### src/rtl/cfg_chain_pkg.sv
// Shared types and frame-geometry helpers for the configuration daisy-chain node.
// Frame geometry changes when CFG_CHAIN_CHECK_EN is defined (one XOR trailer beat per frame).
package cfg_chain_pkg;

  typedef enum logic [2:0] {
    ST_IDLE   = 3'd0,
    ST_HDR    = 3'd1,
    ST_APPLY  = 3'd2,
    ST_BYPASS = 3'd3,
    ST_BCAST  = 3'd4
  } cfg_state_e;

  // Broadcast header: all ones across the ID field.
  function automatic logic [31:0] bcast_id(input int unsigned id_width);
    logic [31:0] r;
    r = '0;
    for (int i = 0; i < 32; i++) begin
      if (i < int'(id_width)) r[i] = 1'b1;
    end
    return r;
  endfunction

  function automatic int unsigned id_beats(input int unsigned id_width,
                                           input int unsigned chain_w);
    return id_width / chain_w;
  endfunction

  function automatic int unsigned pay_beats(input int unsigned cfg_size,
                                            input int unsigned chain_w);
    return cfg_size / chain_w;
  endfunction

  // Wide enough to index every header, payload and trailer beat without wrapping.
  function automatic int unsigned cnt_width(input int unsigned id_width,
                                            input int unsigned cfg_size,
                                            input int unsigned chain_w);
    return $clog2(id_beats(id_width, chain_w) + pay_beats(cfg_size, chain_w) + 1);
  endfunction

endpackage

### src/rtl/cfg_shadow_shift.sv
// Shift-in shadow register feeding the committed configuration word.
// The shadow fills LSB-first; `cfg` is replaced in one edge on commit.
module cfg_shadow_shift
  import cfg_chain_pkg::*;
#(
  parameter int                    CFG_SIZE = 256,
  parameter int                    CHAIN_W  = 1,
  parameter logic [CFG_SIZE-1:0]   CFG_INIT = '0
) (
  input  logic                clk,
  input  logic                rst_n,
  input  logic                clear,
  input  logic                shift_en,
  input  logic [CHAIN_W-1:0]  shift_data,
  input  logic                commit,
  output logic [CFG_SIZE-1:0] cfg
);

  logic [CFG_SIZE-1:0] shadow_q;
  logic [CFG_SIZE-1:0] shadow_d;

  // NOTE: every signal assigned in always_comb gets a default first so no latch is inferred.
  always_comb begin
    shadow_d = shadow_q;
    if (clear) begin
      shadow_d = '0;
    end else if (shift_en) begin
      // New beat enters at the top; after all beats the first one sits at bit 0.
      shadow_d = CFG_SIZE'({shift_data, shadow_q} >> CHAIN_W);
    end
  end

  // NOTE: the shadow is real state that gates what gets committed, so it is reset like any register.
  always_ff @(posedge clk or negedge rst_n) begin
    if (!rst_n) begin
      shadow_q <= '0;
      cfg      <= CFG_INIT;
    end else begin
      // NOTE: non-blocking assignments keep every register updating from pre-edge values.
      shadow_q <= shadow_d;
      if (commit) cfg <= shadow_d;
    end
  end

endmodule

### src/rtl/cfg_chain_node.sv
// Configuration daisy-chain endpoint: decodes an ID header, applies matching or broadcast
// payloads atomically to `cfg`, and forwards non-matching frames. Optional macro: CFG_CHAIN_CHECK_EN.
module cfg_chain_node
  import cfg_chain_pkg::*;
#(
  parameter int                    CFG_SIZE = 256,
  parameter int                    CHAIN_W  = 1,
  parameter int                    ID_WIDTH = 4,
  parameter logic [ID_WIDTH-1:0]   ID       = '0,
  parameter logic [CFG_SIZE-1:0]   CFG_INIT = '0
) (
  input  logic                clk,
  input  logic                rst_n,
  input  logic                cfg_in_valid,
  input  logic                cfg_in_start,
  input  logic [CHAIN_W-1:0]  cfg_in_data,
  output logic                cfg_out_valid,
  output logic                cfg_out_start,
  output logic [CHAIN_W-1:0]  cfg_out_data,
  output logic [CFG_SIZE-1:0] cfg,
  output logic                cfg_done,
  output logic                cfg_err
);

  localparam int unsigned ID_BEATS  = id_beats(ID_WIDTH, CHAIN_W);
  localparam int unsigned PAY_BEATS = pay_beats(CFG_SIZE, CHAIN_W);
  localparam int unsigned CNT_W     = cnt_width(ID_WIDTH, CFG_SIZE, CHAIN_W);

  localparam logic [ID_WIDTH-1:0] BCAST    = ID_WIDTH'(bcast_id(ID_WIDTH));
  localparam logic [CNT_W-1:0]    LAST_HDR = CNT_W'(ID_BEATS - 1);
  localparam logic [CNT_W-1:0]    LAST_PAY = CNT_W'(ID_BEATS + PAY_BEATS - 1);
`ifdef CFG_CHAIN_CHECK_EN
  localparam logic [CNT_W-1:0]    TRAILER  = CNT_W'(ID_BEATS + PAY_BEATS);
  localparam logic [CNT_W-1:0]    LAST_BEAT = TRAILER;
`else
  localparam logic [CNT_W-1:0]    LAST_BEAT = LAST_PAY;
`endif

  localparam logic [2:0] S_IDLE   = 3'(ST_IDLE);
  localparam logic [2:0] S_HDR    = 3'(ST_HDR);
  localparam logic [2:0] S_APPLY  = 3'(ST_APPLY);
  localparam logic [2:0] S_BYPASS = 3'(ST_BYPASS);
  localparam logic [2:0] S_BCAST  = 3'(ST_BCAST);

  if (CFG_SIZE % CHAIN_W != 0) begin : g_bad_cfg_size
    $error("cfg_chain_node: CFG_SIZE must be a multiple of CHAIN_W");
  end
  if (ID_WIDTH % CHAIN_W != 0) begin : g_bad_id_width
    $error("cfg_chain_node: ID_WIDTH must be a multiple of CHAIN_W");
  end
  if (ID == BCAST) begin : g_bad_id
    $error("cfg_chain_node: ID must not be the broadcast ID");
  end

  logic [2:0]          state_q, state_d;
  logic [CNT_W-1:0]    cnt_q, cnt_d;
  logic [ID_WIDTH-1:0] id_q, id_d, id_shift;
  logic                sh_clear, sh_shift, sh_commit;
  logic                done_d, err_d, fwd;
`ifdef CFG_CHAIN_CHECK_EN
  logic [CHAIN_W-1:0]  xor_q, xor_d;
`endif

  function automatic logic [2:0] decide(input logic [ID_WIDTH-1:0] hdr);
    if (hdr == ID)    return S_APPLY;
    if (hdr == BCAST) return S_BCAST;
    return S_BYPASS;
  endfunction

  // Header accumulates LSB-first, exactly like the payload shadow.
  assign id_shift = ID_WIDTH'({cfg_in_data, id_q} >> CHAIN_W);

  // A start beat is always a header beat and goes downstream; after that only
  // frames still being decoded or not owned solely by this node are forwarded.
  assign fwd = cfg_in_valid &&
               (cfg_in_start || state_q == S_HDR || state_q == S_BYPASS || state_q == S_BCAST);

  always_comb begin
    state_d   = state_q;
    cnt_d     = cnt_q;
    id_d      = id_q;
    sh_clear  = 1'b0;
    sh_shift  = 1'b0;
    sh_commit = 1'b0;
    done_d    = 1'b0;
    err_d     = 1'b0;
`ifdef CFG_CHAIN_CHECK_EN
    xor_d     = xor_q;
`endif
    if (cfg_in_valid) begin
      if (cfg_in_start) begin
        // A start anywhere but IDLE abandons the frame in flight; its shadow is dropped.
        err_d    = (state_q != S_IDLE);
        sh_clear = 1'b1;
        cnt_d    = CNT_W'(1);
        id_d     = id_shift;
`ifdef CFG_CHAIN_CHECK_EN
        xor_d    = '0;
`endif
        state_d  = (ID_BEATS == 1) ? decide(id_shift) : S_HDR;
      end else begin
        case (state_q)
          S_HDR: begin
            id_d  = id_shift;
            cnt_d = cnt_q + CNT_W'(1);
            if (cnt_q == LAST_HDR) state_d = decide(id_shift);
          end
          S_APPLY, S_BCAST: begin
`ifdef CFG_CHAIN_CHECK_EN
            if (cnt_q == TRAILER) begin
              if (cfg_in_data == xor_q) begin
                sh_commit = 1'b1;
                done_d    = 1'b1;
              end else begin
                err_d     = 1'b1;
              end
              state_d = S_IDLE;
            end else begin
              sh_shift = 1'b1;
              xor_d    = xor_q ^ cfg_in_data;
              cnt_d    = cnt_q + CNT_W'(1);
            end
`else
            sh_shift = 1'b1;
            if (cnt_q == LAST_PAY) begin
              sh_commit = 1'b1;
              done_d    = 1'b1;
              state_d   = S_IDLE;
            end else begin
              cnt_d = cnt_q + CNT_W'(1);
            end
`endif
          end
          S_BYPASS: begin
            if (cnt_q == LAST_BEAT) state_d = S_IDLE;
            else                    cnt_d   = cnt_q + CNT_W'(1);
          end
          default: ;
        endcase
      end
    end
  end

  always_ff @(posedge clk or negedge rst_n) begin
    if (!rst_n) begin
      state_q       <= S_IDLE;
      cnt_q         <= '0;
      id_q          <= '0;
      cfg_out_valid <= 1'b0;
      cfg_out_start <= 1'b0;
      cfg_out_data  <= '0;
      cfg_done      <= 1'b0;
      cfg_err       <= 1'b0;
    end else begin
      state_q       <= state_d;
      cnt_q         <= cnt_d;
      id_q          <= id_d;
      cfg_out_valid <= fwd;
      cfg_out_start <= fwd && cfg_in_start;
      cfg_out_data  <= fwd ? cfg_in_data : '0;
      cfg_done      <= done_d;
      cfg_err       <= err_d;
    end
  end

`ifdef CFG_CHAIN_CHECK_EN
  always_ff @(posedge clk or negedge rst_n) begin
    if (!rst_n) xor_q <= '0;
    else        xor_q <= xor_d;
  end
`endif

  cfg_shadow_shift #(
    .CFG_SIZE (CFG_SIZE),
    .CHAIN_W  (CHAIN_W),
    .CFG_INIT (CFG_INIT)
  ) u_shadow (
    .clk        (clk),
    .rst_n      (rst_n),
    .clear      (sh_clear),
    .shift_en   (sh_shift),
    .shift_data (cfg_in_data),
    .commit     (sh_commit),
    .cfg        (cfg)
  );

endmodule

### config.mk
export PLATFORM = sky130hd
export DESIGN_NAME = cfg_chain_node
export DESIGN_NICKNAME = d
export VERILOG_FILES = /design/src/rtl/cfg_chain_pkg.sv /design/src/rtl/cfg_shadow_shift.sv /design/src/rtl/cfg_chain_node.sv
export SDC_FILE = /design/constraint.sdc
export NUM_CORES = 1
export LEC_CHECK = 0
export CAP_MARGIN = 20
export CORE_ASPECT_RATIO = 2
export CORE_MARGIN = 1.5
export CORE_UTILIZATION = 59
export CTS_BUF_LIST = sky130_fd_sc_hd__clkbuf_2 sky130_fd_sc_hd__clkbuf_4 sky130_fd_sc_hd__clkbuf_8
export DETAILED_ROUTE_END_ITERATION = 10
export GPL_TIMING_DRIVEN = 0
export PLACE_DENSITY = 0.83
export SYNTH_ARGS = -nofsm -noshare
export SYNTH_HDL_FRONTEND = slang
export SYNTH_SLANG_ARGS = --single-unit
### constraint.sdc
create_clock -name clk -period 3.2 [get_ports clk]
set_input_delay 0.48 -clock clk [delete_from_list [all_inputs] [get_ports clk]]
set_output_delay 0.48 -clock clk [all_outputs]
set_load 0.02 [all_outputs]
**Yosys cells after proc, flatten, opt, wreduce, memory -nomap -nowiden**

Cells that the tools add are included.

- Input bits: 5
- Bits in registers: 533
- Output and inout bits: 261
- Logic and storage cells: 73

- Equal/unequal tests: 10
- Add/sub/neg operators: 1
- Muxes and demuxes: 38
- Reduce and logical (&&, ||, !) cells: 14

Operator list:

| operator | count |
|---|---|
| 256-bit 2-to-1 mux | 2 |
| 1-bit 2-to-1 mux | 23 |
| 3-bit 2-to-1 mux | 7 |
| 9-bit 2-to-1 mux | 2 |
| 9-bit one-hot mux with 2 select lines | 1 |
| 9-bit by 1-bit adder with 9-bit output (second input constant) | 1 |
| 9-bit by 2-bit == test with 1-bit output (second input constant) | 1 |
| 9-bit == test (second input constant) | 1 |
| 4-bit 2-to-1 mux | 2 |
| 3-bit by 2-bit == test with 1-bit output (second input constant) | 2 |
| 3-bit one-hot mux with 2 select lines | 1 |
| 3-bit nonzero test | 2 |
| 4-bit == test (second input constant) | 1 |
| 4-bit zero test | 1 |
| 4-bit AND reduction | 1 |
| 3-bit by 1-bit == test with 1-bit output (second input constant) | 1 |
| 3-bit == test (second input constant) | 1 |
| 1-bit logical OR | 3 |
| 3-bit by 1-bit inequality test with 1-bit output (second input constant) | 1 |
| 3-bit by 2-bit inequality test with 1-bit output (second input constant) | 1 |
| 3-bit inequality test (second input constant) | 1 |
| 3-bit AND reduction | 1 |
| 3-bit OR reduction | 1 |
| 1-bit logical AND | 2 |
| other kinds (3) | 3 |

**Longest topological paths before layout**

- Depth in word-level cells: 16
- Depth in mapped cells: 8
- Depth with buffers taken out: 5

**Modules after synthesis**

Synthesis repeated with hierarchy kept, for this count alone.

- Cell total of the unflattened synthesis: 1756
- Area total of the unflattened synthesis: 20955.1 µm²

By module, submodules not included:

| module | cells an instance | area an instance (µm²) | instances |
|---|---|---|---|
| cfg_shadow_shift | 1652 | 19830.3 | 1 |
| cfg_chain_node | 104 | 1124.8 | 1 |

**Least setup slack after synthesis**

No wires, ideal clock.

- Path type: register to register
- Start: register cnt_q[0]
- End: register u_shadow.cfg[194]
- Library setup time: 0.125 ns
- Period minus slack after synthesis: 2.259 ns
- Path slack: 0.941 ns
- Arrival time: 2.134 ns
- Stages on the path, launching flop included: 9
- Buffers on the path: 3
- Cell sequence: dfrtp_1 ha_1 or4b_4 and4bb_1 nand2_1 buf_6 buf_6 buf_6 mux2_4

- Word-level cells in the longest chain between the ends: 5

RTL lines:

| what | line | RTL |
|---|---|---|
| start, declared | cfg_chain_node.sv:56 | `logic [CNT_W-1:0] cnt_q, cnt_d;` |
| start signal, assigned | cfg_chain_node.sv:156 | `cnt_q <= cnt_d;` |
| 9-bit == test | cfg_chain_node.sv:125 | `if (cnt_q == LAST_PAY) begin` |
| 1-bit 2-to-1 mux | cfg_chain_node.sv:125 |  |
| 1-bit 2-to-1 mux | cfg_chain_node.sv:102 | `case (state_q)` |
| 1-bit 2-to-1 mux | cfg_chain_node.sv:91 | `if (cfg_in_start) begin` |
| 1-bit 2-to-1 mux | cfg_chain_node.sv:90 | `if (cfg_in_valid) begin` |
| end signal, assigned | cfg_shadow_shift.sv:41 | `if (commit) cfg <= shadow_d;` |
| end, declared | cfg_shadow_shift.sv:16 | `output logic [CFG_SIZE-1:0] cfg` |

Every way passes these cells.
A chain may end at the register's enable or synchronous reset.

**Final worst setup path**

- Start: register state_q[2]
- End: register u_shadow.shadow_q[177]

- Word-level cells in the longest chain between the ends: 7
- Elaborated cells between the ends (all ways): 8
- Classes of those cells: eq/ne (2); mux (5); reduce/logical (1)

RTL lines:

| what | line | RTL |
|---|---|---|
| start, declared | cfg_chain_node.sv:55 | `logic [2:0] state_q, state_d;` |
| start signal, assigned | cfg_chain_node.sv:155 | `state_q <= state_d;` |
| 3-bit == test / 3-bit by 2-bit == test with 1-bit output (equally long branches) | cfg_chain_node.sv:102 |  |
| 2-bit OR reduction * | cfg_chain_node.sv:102 |  |
| 1-bit 2-to-1 mux * | cfg_chain_node.sv:102 |  |
| 1-bit 2-to-1 mux * | cfg_chain_node.sv:91 |  |
| 1-bit 2-to-1 mux * | cfg_chain_node.sv:90 |  |
| 256-bit 2-to-1 mux * | cfg_shadow_shift.sv:27 | `end else if (shift_en) begin` |
| 256-bit 2-to-1 mux * | cfg_shadow_shift.sv:25 | `if (clear) begin` |
| via u_shadow.shadow_d[177] | cfg_shadow_shift.sv:20 | `logic [CFG_SIZE-1:0] shadow_d;` |
| end signal, assigned | cfg_shadow_shift.sv:40 | `shadow_q <= shadow_d;` |
| end, declared | cfg_shadow_shift.sv:19 | `logic [CFG_SIZE-1:0] shadow_q;` |

The timed path passes the listed nets; every way through them passes the cells marked *.

==> results.tsv <==
metric	value	unit
final slew viol count	0	
maximum number of pins on one net before global-route repair	127	
vias in the first global route	19700	
Routed Antenna Nets	0	
Post-Syn Nets	2334	
WHS Endpoint	u_shadow.cfg[137]	
via/cell ratio	5.93	
Mapped Area	23800	sq um
Reg2Reg Setup Slack	0.28	ns
Crit-path slowest cell	clkbuf_1	
Max-Cap Viols	0	
hold wc startpoint	u_shadow.cfg[137]	
Post-synth EDFFs	0	
Arr. time, crit path	3.39	ns
Setup crit start kind	register	
Initial Util	60.1	%
Worst path most repeated cell	clkbuf_1	
worst r2r src	state_q[2]	
slew margin rel.	40.5	%
TritonCTS sink count	531	
worst r2r dst	u_shadow.shadow_q[177]	
Worst R2R Path Depth	7	
Chip Height	287	microns
Worst Path Required	3.67	ns
gr usage total	30.1	%
fmax	0.343	GHz
compound-cell area share of the yosys netlist	21.9	%
crit-path cells	buf_2, xor2_1, nand2_1, clkbuf_1, clkbuf_1, clkbuf_1, a21oi_1	
most frequent cell after synthesis	dfrtp_1	
io pins	266	
gr ovfl total	0	
Int Pwr	10.6	mW
top-area cell type share of the netlist area	55.9	%
post-synthesis adder-cell area fraction	0.0527	%
number of synthesis warnings	0	
ranking of synthesized cells by area	dfrtp_1 (56%), o21ai_0 (11%), a21oi_1 (10%)	
TritonCTS clock tree	built	
Final Wtd Congestion	0.879	
Clock power frac	37.1	%
NetSw	4.07	mW
root buffer cell	clkbuf_8	
PwrDens	513	nW/um^2
Clock Path Buffers	3	
register bit total from synthesis	531	
Fill cells	2783	
result of the run	finished clean	
Iteration-0 DRC Markers	1347	
Comb power frac	13.4	%
CP peak stage delay	0.67	ns
WHS Path Cells	1	
final cell count without fillers	3245	
worst-skew pair later-pin latency	0.63	ns
Inst Count DP	3122	
Reg power frac	49.5	%
global-route wire length before repair	100000	microns
DIE AREA	41600	sq um
post-synthesis mux area share	12.4	%
Least-Margin Pin Slew	0.893	ns
area leader, netlist	dfrtp_1	
RSZ-0062 raised after global routing	false	
First-pass DRT Iterations	5	
Post-synth top cells	dfrtp_1 (531), o21ai_0 (502), a21oi_1 (480)	
Synth Instances	2328	
crit path time final	2.92	ns
Row Count	103	
XOR/XNOR share of the synthesized area	0.0737	%
Hold Crit Class	reg2reg	
drt total wl	62600	microns
initial antenna violation count	1	
final hold viol count	0	
hpwl dp	43600	microns
fin crit share	91.2	%
critical path buffer and inverter count	4	
DRC errors left	0	
Static Leakage	12.8	nW
pre-CTS setup slack	-0.774	ns
Die W	145	microns
Final WS setup	0.282	ns
largest family of logic cells by synthesized area	compound AO/OA/AOI/OAI gates	
Area growth syn-to-layout	20.8	%
Critical Path Fanout Max	10	
fin nets	2678	
Layout Skew	0.0370	ns
Mapped Avg Cell Area	10.2	sq um
CP top delay family	buffers and inverters	
Core Footprint	39600	sq um
Post-synth ARST share	100	%
sequential fraction of the synthesis area	55.9	%
Critical Path Start	state_q[2]	
worst vdd rail ir drop	410	uV
CTS Buf Count	73	
Routed wire per std cell	19.3	microns
port buffer count	264	
final core occ	72.5	%
setup bufs post-CTS	0	
clock slew at reported path FFs	0.07	ns
synth unique cells	48	
switching portion of total power	27.7	%
htree depth	3	
Vias	19200	
layout cell share with drive strength beyond 1	15.1	%
setup violators final	0	
Crit Path Class	reg2reg	
final hold slack	0.504	ns
Primary FF master, synth	dfrtp_1	
fraction of the mapped netlist area in simple logic gates	2.01	%
crit end category	register	
-- per-stage QoR --
| step | power (mW) | setup TNS, ns | area (sq um) |
|---|---|---|---|
| 5_1_grt | 15.3 | 0 | 28700 |
| 6_report | 14.7 | 0 | 28700 |
| 4_1_cts | 14.8 | 0 | 28700 |
| 3_5_place_dp | 9.34 | -73.71 | 27200 |
| 2_1_floorplan | 8.58 | 0 | 23800 |
| 3_3_place_gp | 9.25 | - | 27100 |
-- sequential cells by signal (all words and copies together) (netlist names), 3 cells and up --
| signal | cells |
|---|---|
| u_shadow.cfg | 256 |
| u_shadow.shadow_q | 255 |
| cnt_q | 9 |
| id_q | 3 |
| state_q | 3 |
-- layout by cell type (no fill, tap or decap), drive strengths merged, types with 7 or more instances in the layout --
cell           netlist  routed
dfrtp              531     531
o21ai              502     502
a21oi              480     480
clkbuf             170     276
clkdlybuf4s50        0     263
inv                257     261
mux2               247     247
buf                 31      37
a32o                12      12
nand2               11      11
nand4b              11      11
nor2                 8       8
clkinv               0       8
nor2b                7       7
-- layout make-up --
cell class	instances	area (sq um)	share of cell area [%]
Antenna cell	1	2.50	0.00872
Clock buffer	107	1350	4.72
Inverter	257	965	3.36
Sequential cell	531	13300	46.3
Clock inverter	15	149	0.519
Timing Repair Buffer	270	2780	9.68
Tap cell	525	657	2.29
Buffer	200	833	2.90
Multi-Input combinational cell	1339	8680	30.2
-- routing by layer --
layer / GRT usage, % / part of all wire, % / up-vias
met3: 5.59 / 6.5 / 195
met2: 55.4 / 53 / 783
li1: - / - / 8720
met1: 32.4 / 35 / 9534
met4: 16.8 / 5.3 / 0
met5: 0 / 0 / -
-- how the worst max path moves through the flow --
stage / endpoint / cells after the start
finish: u_shadow.shadow_q[177] / 7
global route: u_shadow.cfg[173] / 7
CTS: u_shadow.cfg[183] / 9
detailed placement: u_shadow.cfg[175] / 9
global placement: u_shadow.cfg[213] / 1
floorplan: u_shadow.cfg[194] / 8
-- cell families after synthesis --
logic type	after synthesis
compound gates	1016
flops	531
buf+inv	458
mux	247
simple gates	73
xor+xnor	2
fa+ha+maj	1
-- power by group through the flow --
| stage | clock network, mW | logic (mW) | registers (mW) |
|---|---|---|---|
| 2_1_floorplan | 0 | 1.15 | 7.43 |
| 3_3_place_gp | 0 | 1.85 | 7.40 |
| 3_5_place_dp | 0 | 1.94 | 7.40 |
| 4_1_cts | 5.55 | 1.97 | 7.28 |
| 5_1_grt | 5.82 | 2.18 | 7.32 |
| 6_report | 5.46 | 1.98 | 7.29 |
-- what timing repair did --
| action | 4_1_cts | 5_1_grt |
|---|---|---|
| pin swaps | 0 | 0 |
| endpoints found under the hold margin | 104 | 0 |
| gates resized for setup | 1 | 2 |
| hold buffers | 1 | 0 |
| endpoints found under the setup margin | 93 | 16 |
Power figures use the tool's default switching activity.
